==> config.mk <==
export PLATFORM = sky130hd
export DESIGN_NAME = register_file_mp
export DESIGN_NICKNAME = d
export VERILOG_FILES = /design/src/rtl/register_file_mp.sv
export SDC_FILE = /design/constraint.sdc
export NUM_CORES = 1
export LEC_CHECK = 0
export CAP_MARGIN = 20
export CELL_PAD_IN_SITES_DETAIL_PLACEMENT = 0
export CELL_PAD_IN_SITES_GLOBAL_PLACEMENT = 2
export CORE_ASPECT_RATIO = 0.7
export CORE_UTILIZATION = 30
export DETAILED_ROUTE_END_ITERATION = 8
export HOLD_SLACK_MARGIN = 0.15
export PLACE_DENSITY = 0.57
export SYNTH_ARGS = -nofsm -noshare
export SYNTH_HDL_FRONTEND = slang
export SYNTH_SLANG_ARGS = --single-unit
export TNS_END_PERCENT = 10
==> constraint.sdc <==
create_clock -name clk -period 2 [get_ports clk]
set_input_delay 0.3 -clock clk [delete_from_list [all_inputs] [get_ports clk]]
set_output_delay 0.3 -clock clk [all_outputs]
set_load 0.01 [all_outputs]
==> src/rtl/register_file_mp.sv <==
// Parametrised multi-port register file: registered read ports, prioritised write ports, sequential bulk clear.
// Optional write-to-read bypass is enabled by defining RF_BYPASS_EN.
module register_file_mp_rd_port #(
    parameter int DATA_WIDTH = 32
) (
    input  logic                  clk,
    input  logic                  reset_n,
    input  logic                  en,
    input  logic [DATA_WIDTH-1:0] din,
    output logic [DATA_WIDTH-1:0] rdata,
    output logic                  rvalid
);
    logic [1:0] vld_pipe;

    assign vld_pipe[0] = en;
    assign rvalid      = vld_pipe[1];

    always_ff @(posedge clk or negedge reset_n) begin
        if (!reset_n) begin
            vld_pipe[1] <= 1'b0;
            rdata       <= '0;
        end else begin
            vld_pipe[1] <= vld_pipe[0];
            if (en) rdata <= din;
        end
    end
endmodule

module register_file_mp #(
    parameter int DATA_WIDTH = 32,
    parameter int ADDR_WIDTH = 4,
    parameter int NUM_RD     = 2,
    parameter int NUM_WR     = 1,
    parameter int ZERO_REG   = 0
) (
    input  logic                         clk,
    input  logic                         reset_n,
    input  logic [NUM_RD-1:0]            read_en,
    input  logic [NUM_RD*ADDR_WIDTH-1:0] raddr,
    output logic [NUM_RD*DATA_WIDTH-1:0] rdata,
    output logic [NUM_RD-1:0]            rvalid,
    input  logic [NUM_WR-1:0]            write_en,
    input  logic [NUM_WR*ADDR_WIDTH-1:0] waddr,
    input  logic [NUM_WR*DATA_WIDTH-1:0] wdata,
    input  logic                         clear_req,
    output logic                         clear_busy,
    output logic                         clear_done
);
    localparam int NUM_REGS = 2 ** ADDR_WIDTH;

    typedef enum logic {IDLE, CLEAR} state_t;

    state_t                               state, state_nxt;
    logic [ADDR_WIDTH-1:0]                clr_cnt;
    logic [NUM_REGS-1:0][DATA_WIDTH-1:0]  regs;
    logic [NUM_WR-1:0]                    we;
    logic [NUM_WR-1:0][ADDR_WIDTH-1:0]    wa;
    logic [NUM_WR-1:0][DATA_WIDTH-1:0]    wd;
    logic [NUM_RD-1:0][ADDR_WIDTH-1:0]    ra;
    logic [NUM_RD-1:0][DATA_WIDTH-1:0]    rdata_lane;
    logic                                 idle;

    assign wa         = waddr;
    assign wd         = wdata;
    assign ra         = raddr;
    assign rdata      = rdata_lane;
    assign idle       = (state == IDLE);
    assign clear_busy = (state == CLEAR);

    // Effective write enables: the clear engine owns the array, and reg 0 may be read-only.
    always_comb begin
        for (int j = 0; j < NUM_WR; j++)
            we[j] = write_en[j] && idle && !((ZERO_REG != 0) && (wa[j] == '0));
    end

    always_comb begin
        state_nxt = state;
        case (state)
            IDLE:    if (clear_req) state_nxt = CLEAR;
            CLEAR:   if (clr_cnt == '1) state_nxt = IDLE;
            default: state_nxt = IDLE;
        endcase
    end

    always_ff @(posedge clk or negedge reset_n) begin
        if (!reset_n) begin
            state      <= IDLE;
            clr_cnt    <= '0;
            clear_done <= 1'b0;
        end else begin
            state      <= state_nxt;
            clear_done <= (state == CLEAR) && (clr_cnt == '1);
            if (state == CLEAR) clr_cnt <= clr_cnt + 1'b1;
        end
    end

    // Later ports overwrite earlier ones, so the highest-index port wins on an address clash.
    always_ff @(posedge clk or negedge reset_n) begin
        if (!reset_n) begin
            regs <= '0;
        end else if (!idle) begin
            regs[clr_cnt] <= '0;
        end else begin
            for (int j = 0; j < NUM_WR; j++)
                if (we[j]) regs[wa[j]] <= wd[j];
        end
    end

    for (genvar i = 0; i < NUM_RD; i++) begin : g_rd
        logic [DATA_WIDTH-1:0] val;

        always_comb begin
            val = regs[ra[i]];
`ifdef RF_BYPASS_EN
            for (int j = 0; j < NUM_WR; j++)
                if (we[j] && (wa[j] == ra[i])) val = wd[j];
`endif
        end

        register_file_mp_rd_port #(.DATA_WIDTH(DATA_WIDTH)) u_rd (
            .clk     (clk),
            .reset_n (reset_n),
            .en      (read_en[i] && idle),
            .din     (val),
            .rdata   (rdata_lane[i]),
            .rvalid  (rvalid[i])
        );
    end
endmodule

==> run metrics <==
status=complete, but fails checks; failing checks=negative setup slack; WS Path Type=reg2reg; via count=24800; Slew headroom=39.0%; Die Ht=263 um; Via-to-Cell Ratio=6.00; Final Slew Violations=0; vias in the first global route=25200; power consumption=44.0 mW; commonest non-fill, non-tap cell in the layout=dfrtp_1; Yosys reg bits=584; Cell Area, Synth=29200 um2; Layout area overhead=28.2%; GP Congestion=0.843; CTS tree=yes; H-tree levels=3; Synth cell types=34; Crit path arrival time=2.62 ns; # rows=95; post-layout util=38.9%; DR WL/cell=33.0 um; antenna-violating nets left=0; syn_area_per_cell=11.2 um2; crit-path max FO=15; first-pass GRT wire length=194 mm; I/O pins=118; Clock Latency Late Sink=0.66 ns; PwrDens=1180 nW/um2; PortBufs=117; antenna violations before repair=1; CP peak stage delay=0.59 ns; Final Hold Viols=0; initial DRC count=2393; final period utilization=102%; Yosys top cell by area=dfrtp_1; most frequent cells in the layout=dfrtp_1, mux2i_1, a22o_1, a22oi_1, nand2_1; CTS Root Cell=clkbuf_16; CTS clk-pin slew, worst paths=0.06 ns; die area=98700 um2; Synth top area share=50.0%; Startpoint Class=flop; Syn. warnings=0; maximum VDD drop=0.000527 V; CTS sink count=584; Max Buffers Root-to-Sink=3; DR pass1 iterations=5; fmax=488 MHz; final setup violating endpoints=47; syn_nets=2657; cells along the critical path=or4b_4 > nor3_4 > buf_4 > a22o_1; top cells by area, synth=dfrtp_1, mux2i_1, a22o_1; static leakage=17.7 nW; RSZ-0062 raised after global routing=yes; final wirelength=137 mm; total grt overflow=0; Initial Util=30.4%; final worst slack=-0.0495 ns; Tmin final=2.05 ns; Critical Path Sink Type=flop; number of CTS-inserted buffers=68; Final #Nets=2885; Hold WC Path Type=in2reg; share of post-route cells with drive strength above 1=16.3%; Worst Skew=0.0257 ns; pin count of the biggest net entering global routing=83; post-synthesis sequential area ratio=50.0%; Die X=375 um; DRC viols=0; max cap viols=0; core area=96300 um2; DPL Wire Length=86.4 mm; Worst Path Required=2.57 ns; Post-Syn Instances=2603; global-route usage over all layers=27.2%; CP max-delay cell=or4b_4; actual slew at the worst max-slew pin=0.915 ns
[Yosys cell counts]
library cell / number
buf_4: 2
a22oi_1: 192
dfrtp_1: 584
o21bai_1: 1
nand2b_1: 4
nand4b_1: 1
a22o_1: 480
xnor2_1: 2
nor2_2: 2
nor2_1: 51
and2_1: 4
nand4_1: 46
inv_1: 5
nor3_1: 3
nor3_4: 1
nand3_1: 149
nand3b_1: 2
xor2_1: 1
nand4bb_1: 2
and3_1: 1
nand2_1: 176
clkbuf_1: 168
ha_1: 4
or4b_4: 1
nor3_2: 1
nor2b_1: 4
a21oi_1: 66
nor3b_1: 1
nor2_4: 1
buf_1: 13
and3b_1: 1
mux2i_1: 512
o21ai_0: 33
buf_2: 89
[routing by layer]
| layer | global-route usage, % | up-vias | share of wire, % | wire length [um] |
|---|---|---|---|---|
| met5 | 0 | - | 0.010 | 14 |
| met2 | 39.0 | 1053 | 42 | 57500 |
| met4 | 8.90 | 2 | 3.2 | 4420 |
| met3 | 4.91 | 231 | 6.5 | 8810 |
| met1 | 40.8 | 13100 | 48 | 65800 |
| li1 | - | 10400 | - | - |
[critical path: cells and delay by family, from the launching register on]
kind                   cells  cell delay, ns
and+or+nand+nor            2            0.90
DFF                        1            0.45
buffers and inverters      1            0.37
AOI/OAI and AO/OA          1            0.22
[path summary, 6_finish.rpt]
path | start | end | slack (ns) | cells after the start
max | clear_busy | regs[14] | -0.05 | 4
min | raddr[5] | g_rd[1].u_rd.rdata[10] | 0.23 | 5
max reg2reg | clear_busy | regs[14] | -0.05 | 4
min reg2reg | g_rd[1].u_rd.rdata[11] | g_rd[1].u_rd.rdata[11] | 0.48 | 2
max in group asynchronous | reset_n | regs[228] | 0.71 | 3
min in group asynchronous | reset_n | regs[99] | 0.31 | 3
[power breakdown]
group          switching (mW)  total, mW  internal [mW]
Clock                    5.30       12.8           7.54
Sequential               2.51       17.2           14.7
Combinational            7.74       14.0           6.27
Total                    15.5       44.0           28.5
[repair_timing]
item | 4_1_cts | 5_1_grt
gates resized for setup | 32 | 16
pin swaps | 6 | 5
buffers inserted | 9 | 12
hold buffers | 2 | 0
setup endpoints to repair | 214 | 240
cloned | 3 | 6
hold endpoints to repair | 525 | 0
[through the flow]
step	worst slack (ns)	cells	TNS [ns]	cell area (um2)	hold slack (ns)
2_1_floorplan	0.241	2603	0	29200	0.00441
3_3_place_gp	-0.468	3988	-112.22	34700	0.161
3_5_place_dp	-0.510	3990	-109.74	34700	0.162
4_1_cts	-0.0885	4117	-2.63	37200	0.190
5_1_grt	-0.0607	4135	-2.81	37500	0.214
6_report	-0.0495	4137	-0.804	37500	0.227
[sequential cells by signal (all words and copies together) (netlist names)]
signal and count:
clr_cnt 4, g_rd.u_rd.rdata 64, g_rd.u_rd.rvalid 2, clear_done 1, clear_busy 1, regs 512
[cells by family after synthesis]
kind of cell,Yosys count,synth area share (%)
xor+xnor,3,0.0899
flops,584,50.0
mux,512,17.5
fa+ha+maj,4,0.171
compound gates,772,21.0
buf+inv,277,3.96
simple gates,451,7.21
[cell type report]
cell class	count	area, um2
antenna	2	5.00
clock buffer	101	2080
clock inverter	12	139
fill	9266	58800
inverter	5	18.8
multi-input combinational	1746	13900
sequential	584	14600
tap	1261	1580
timing repair buffer	426	5130
No activity file was read; power rests on OpenSTA's default activity.
==> variant 1 (same flow settings) <==
The output `clear_done` loses its register stage (`clear_done` becomes a continuous assignment).
--- a/src/rtl/register_file_mp.sv
+++ b/src/rtl/register_file_mp.sv
@@ -86,13 +86,13 @@
         if (!reset_n) begin
             state      <= IDLE;
             clr_cnt    <= '0;
-            clear_done <= 1'b0;
         end else begin
             state      <= state_nxt;
-            clear_done <= (state == CLEAR) && (clr_cnt == '1);
             if (state == CLEAR) clr_cnt <= clr_cnt + 1'b1;
         end
     end
+
+    assign clear_done = (state == CLEAR) && (clr_cnt == '1);
 
     // Later ports overwrite earlier ones, so the highest-index port wins on an address clash.
     always_ff @(posedge clk or negedge reset_n) begin
Check against the original RTL: not settled (the Yosys comparison gave no result); the edit may change what the design does.
==> variant 1 against the unedited design <==
  * The run still ends with setup timing left
  * Sequential share of layout area fell by 0.20 points
  * Power about the same
  * Sequential cell count decreased by 1
  * Cell area is 0.37% higher
  * Routed wire length fell by 1.1%
  * Critical endpoint is now regs[4]
  * Synthesized area about the same
  * Worst hold slack worse by 31 ps
  * Worst setup slack got worse by 170 ps
==> variant 1: results (changes against the unedited design) <==
STA
  • Slew HR: 0.280 (was 0.390)
  • Fin Clk Skew: 35.2 ps (was 25.7 ps)
  • Post-route setup slack: -224 ps (was -49.5 ps)
  • Final setup fails: 363 (was 47)
  • Hold_ws: 196 ps (was 227 ps)
  • Post-route setup TNS: -28900 ps (was -804 ps)

Power and ir drop
  • VDD IR max: 0.000491 V (was 0.000527 V)
  • Clock network power share: 0.295 (was 0.292)

Drt
  • Post-Route WL: 135000 µm (was 137000 µm)
  • Iter 0 DRT Violations: 2666 (was 2393)
  • Via count: 24.9k (was 24.8k)

Status
  • Status: finished with violations (unchanged)
  • Failing checks: setup timing (unchanged)

Placement
  • Inst Count DP: 4003 (was 3990)
  • Placer Congestion: 0.831 (was 0.843)
  • Detailed Place HPWL: 87300 µm (was 86400 µm)
  • Placed inst area: 34700 µm² (about the same)
  • Dpl ws: -490 ps (was -510 ps)

Synthesis
  • Post-Syn Nets: 2656 (was 2657)
  • Sequential share of the synthesized area: 0.500 (about the same)
  • Gate Count Post-Synth: 2602 (was 2603)
  • Most frequent cells after synthesis: dfrtp_1 (583), mux2i_1 (512), a22o_1 (480) (was dfrtp_1 (584), mux2i_1 (512), a22o_1 (480))
  • Top post-synthesis cells by area: dfrtp_1 (50%), mux2i_1 (18%), a22o_1 (14%) (unchanged)

Critical path
  • Max incr delay on CP: 550 ps (was 590 ps)
  • Crit path depth: 8 (was 4)
  • Critical Path Fanout Max: 6 (was 15)
  • Crit path to: regs[4] (was regs[14])

Layout
  • Ant. Diodes: 0 (was 2)
  • Nets@finish: 2893 (was 2885)
  • Layout cells sized above 1: 0.178 (was 0.163)

GRT
  • First-pass GRT wire length: 192000 µm (was 194000 µm)
  • Largest net degree at the start of global routing: 59 (was 83)

Clocking
  • Post-CTS resize count: 52 (was 32)
  • Hold buffers post-CTS: 1 (was 2)

Hold path
  • HP Class: in -> async (was in -> reg)
[variant 1: changes by cell type after synthesis, sizes merged]
| cell | delta |
|---|---|
| dfrtp | -1 |
[variant 1: kinds of logic (layout without fill, tap and decap cells)]
logic type | after synthesis | count (layout) | synth area share
compound gates | 772 | 774 | 0.211
simple gates | 451 | 451 | 0.0722
xor+xnor | 3 | 3 | 0.000900
fa+ha+maj | 4 | 4 | 0.00171
buf+inv | 277 | 561 | 0.0397
flops | 583 | 583 | 0.500
mux | 512 | 512 | 0.175
[variant 1: final cells by class]
type                    instances  area [µm²]
flip-flops and latches        583       14600
inverters                       5        18.8
well taps                    1261        1580
clock buffers                  99        1980
repair buffers                437        5170
clock inverters                20         260
multi-input cells            1744       14000
fillers                      9200       58600
[variant 1: per-layer routing]
metal | wire length (µm) | vias up | GRT usage
li1 | - | 10400 | -
met4 | 4060 | 0 | 0.0783
met1 | 64900 | 13200 | 0.408
met3 | 9430 | 229 | 0.0485
met2 | 56700 | 1098 | 0.384
met5 | 0 | - | 0
==> variant 2 (config.mk and constraints unchanged) <==
Without the edit above. `DATA_WIDTH` is set to 32 in 2 places; all go to 28.
--- a/src/rtl/register_file_mp.sv
+++ b/src/rtl/register_file_mp.sv
@@ -1,7 +1,7 @@
 // Parametrised multi-port register file: registered read ports, prioritised write ports, sequential bulk clear.
 // Optional write-to-read bypass is enabled by defining RF_BYPASS_EN.
 module register_file_mp_rd_port #(
-    parameter int DATA_WIDTH = 32
+    parameter int DATA_WIDTH = 28
 ) (
     input  logic                  clk,
     input  logic                  reset_n,
@@ -27,7 +27,7 @@
 endmodule
 
 module register_file_mp #(
-    parameter int DATA_WIDTH = 32,
+    parameter int DATA_WIDTH = 28,
     parameter int ADDR_WIDTH = 4,
     parameter int NUM_RD     = 2,
     parameter int NUM_WR     = 1,
Ports: changed (resized rdata and wdata); port bits go from 118 to 106. The function was not compared with the original's and may differ.
==> variant 2 against the unedited design <==
  * Synthesized area fell by 12%
  * Worst setup slack improved by 100 ps
  * Cell area fell by 12%
  * Via count fell by 13%
  * Routed wire length fell by 19%
  * Sequential power fell by 13%
  * Power fell by 14%
  * First-iteration DRC count fell by 14%
  * Sequential cell count fell by 72
  * Global-route usage fell by 2.2 points
  * Largest cell class unchanged
  * Largest power group unchanged
==> variant 2: results (changes against the unedited design) <==
Layout
  • Layout area overhead: 28.5% (was 28.2%)
  • Top flop regs: regs (448), g_rd.u_rd.rdata (56), clr_cnt (4) (was regs (512), g_rd.u_rd.rdata (64), clr_cnt (4))
  • Layout fillers: 8190 (was 9266)
  • Ant. Diodes: 0 (was 2)
  • Nets@finish: 2601 (was 2885)
  • Layout cells sized above 1: 0.185 (was 0.163)
  • Final std cells w/o fill: 3732 (was 4137)

Synthesis
  • Mux contribution to synthesized area: 0.174 (was 0.175)
  • Top post-synthesis cells by area: dfrtp_1 (50%), mux2i_1 (17%), a22o_1 (14%) (was dfrtp_1 (50%), mux2i_1 (18%), a22o_1 (14%))
  • Synth Warn #: 0 (unchanged)
  • Post-Syn Nets: 2334 (was 2657)
  • Post-synthesis compound-gate area fraction: 0.208 (was 0.210)
  • Sequential share of the synthesized area: 0.497 (was 0.500)
  • Adder-Cell Fraction of Synth Area: 0.00194 (was 0.00171)
  • Most frequent cells after synthesis: dfrtp_1 (512), mux2i_1 (448), a22o_1 (420) (was dfrtp_1 (584), mux2i_1 (512), a22o_1 (480))
  • Avg Cell Area, Syn: 11.3 µm² (was 11.2 µm²)
  • Post-synth cell types: 33 (was 34)
  • FFs w/ async S/R, synth: 1.00 (unchanged)

GRT
  • GRT Overall Usage: 0.250 (was 0.272)
  • Largest net degree at the start of global routing: 90 (was 83)
  • First-pass GRT wire length: 160000 µm (was 194000 µm)

Drt
  • Routed vias/inst: 5.81 (was 6.00)
  • Iter 0 DRT Violations: 2060 (was 2393)
  • WL/cell: 29.7 µm (was 33.0 µm)
  • Drt first pass iters: 8 (was 5)

STA
  • Hold_ws: 183 ps (was 227 ps)
  • Max Fclk: 514 MHz (was 488 MHz)
  • Slew HR: 0.542 (was 0.390)

Clocking
  • Reg clk slew, reported paths: 60 ps (about the same)
  • Post-CTS Setup Inserts: 0 (was 9)
  • H-tree levels: 2 (was 3)
  • TritonCTS buffer count: 56 (was 68)

Placement
  • Placer Congestion: 0.858 (was 0.843)
  • Detailed Place HPWL: 73800 µm (was 86400 µm)
  • IO Port Bufs: 105 (was 117)
  • Inst Count DP: 3627 (was 3990)
  • Dpl ws: -369 ps (was -510 ps)
  • Placed inst area: 31100 µm² (was 34700 µm²)

Hold path
  • HP Class: in -> async (was in -> reg)

Critical path
  • Worst Path Arrival: 2460 ps (was 2620 ps)
  • R2R setup slack: 50 ps (was -50 ps)
  • Critical Path Fanout Max: 16 (was 15)

Power and ir drop
  • Leakage dissipation: 15.6 nW (was 17.7 nW)
  • VDD IR max: 0.000656 V (was 0.000527 V)

Status
  • Status: complete, no violations (was finished with violations)
-- variant 2: cell count changes after synthesis, sizes merged, moves of 24 or more --
cell	change
a21oi	-24
a22o	-60
a22oi	-24
nand3	-36
dfrtp	-72
clkbuf	-69
mux2i	-64
buf	+32
-- variant 2: critical path: stages, from the launching register on --
cell and delay [ps]:
dfrtp_2 430, or4b_4 580, buf_4 200, nor2_4 160
a21oi_4 70, buf_12 190, a22o_1 190
-- variant 2: final cells by class --
class | count | share of cell area
clock inverters | 18 | 0.00711
well taps | 1137 | 0.0430
inverters | 5 | 0.000567
multi-input cells | 1533 | 0.368
repair buffers | 443 | 0.144
flip-flops and latches | 512 | 0.387
clock buffers | 84 | 0.0504
-- variant 2: per-layer routing --
layer	GRT usage	up-vias	share of wire
li1	-	9257	-
met1	0.384	11400	0.50
met2	0.355	822	0.41
met3	0.0408	175	0.066
met4	0.0731	0	0.028
met5	0	-	0
-- variant 2: what timing repair did --
action,4_1_cts,5_1_grt
hold endpoints to repair,400,0
gates resized for setup,9,3
pin swaps,1,1
cloned,0,1
hold buffers,2,0
endpoints found under the setup margin,51,28
-- variant 2: worst paths after layout --
| kind | startpoint | end | cells after the start |
|---|---|---|---|
| worst min register to register | g_rd[1].u_rd.rdata[0] | g_rd[1].u_rd.rdata[0] | 2 |
| min in group clk | clear_req | clear_busy | 3 |
| worst max-delay path | clear_busy | regs[78] | 6 |
| worst min-delay path | reset_n | regs[252] | 2 |
| worst max register to register | clear_busy | regs[78] | 6 |
| max in group asynchronous | reset_n | regs[429] | 3 |
-- variant 2: power breakdown --
group	switching (mW)	leakage, nW	internal, mW	total [mW]
clock network	4.62	0.937	6.37	11.0
logic	6.29	7.65	5.44	11.7
registers	2.15	7.04	12.9	15.0
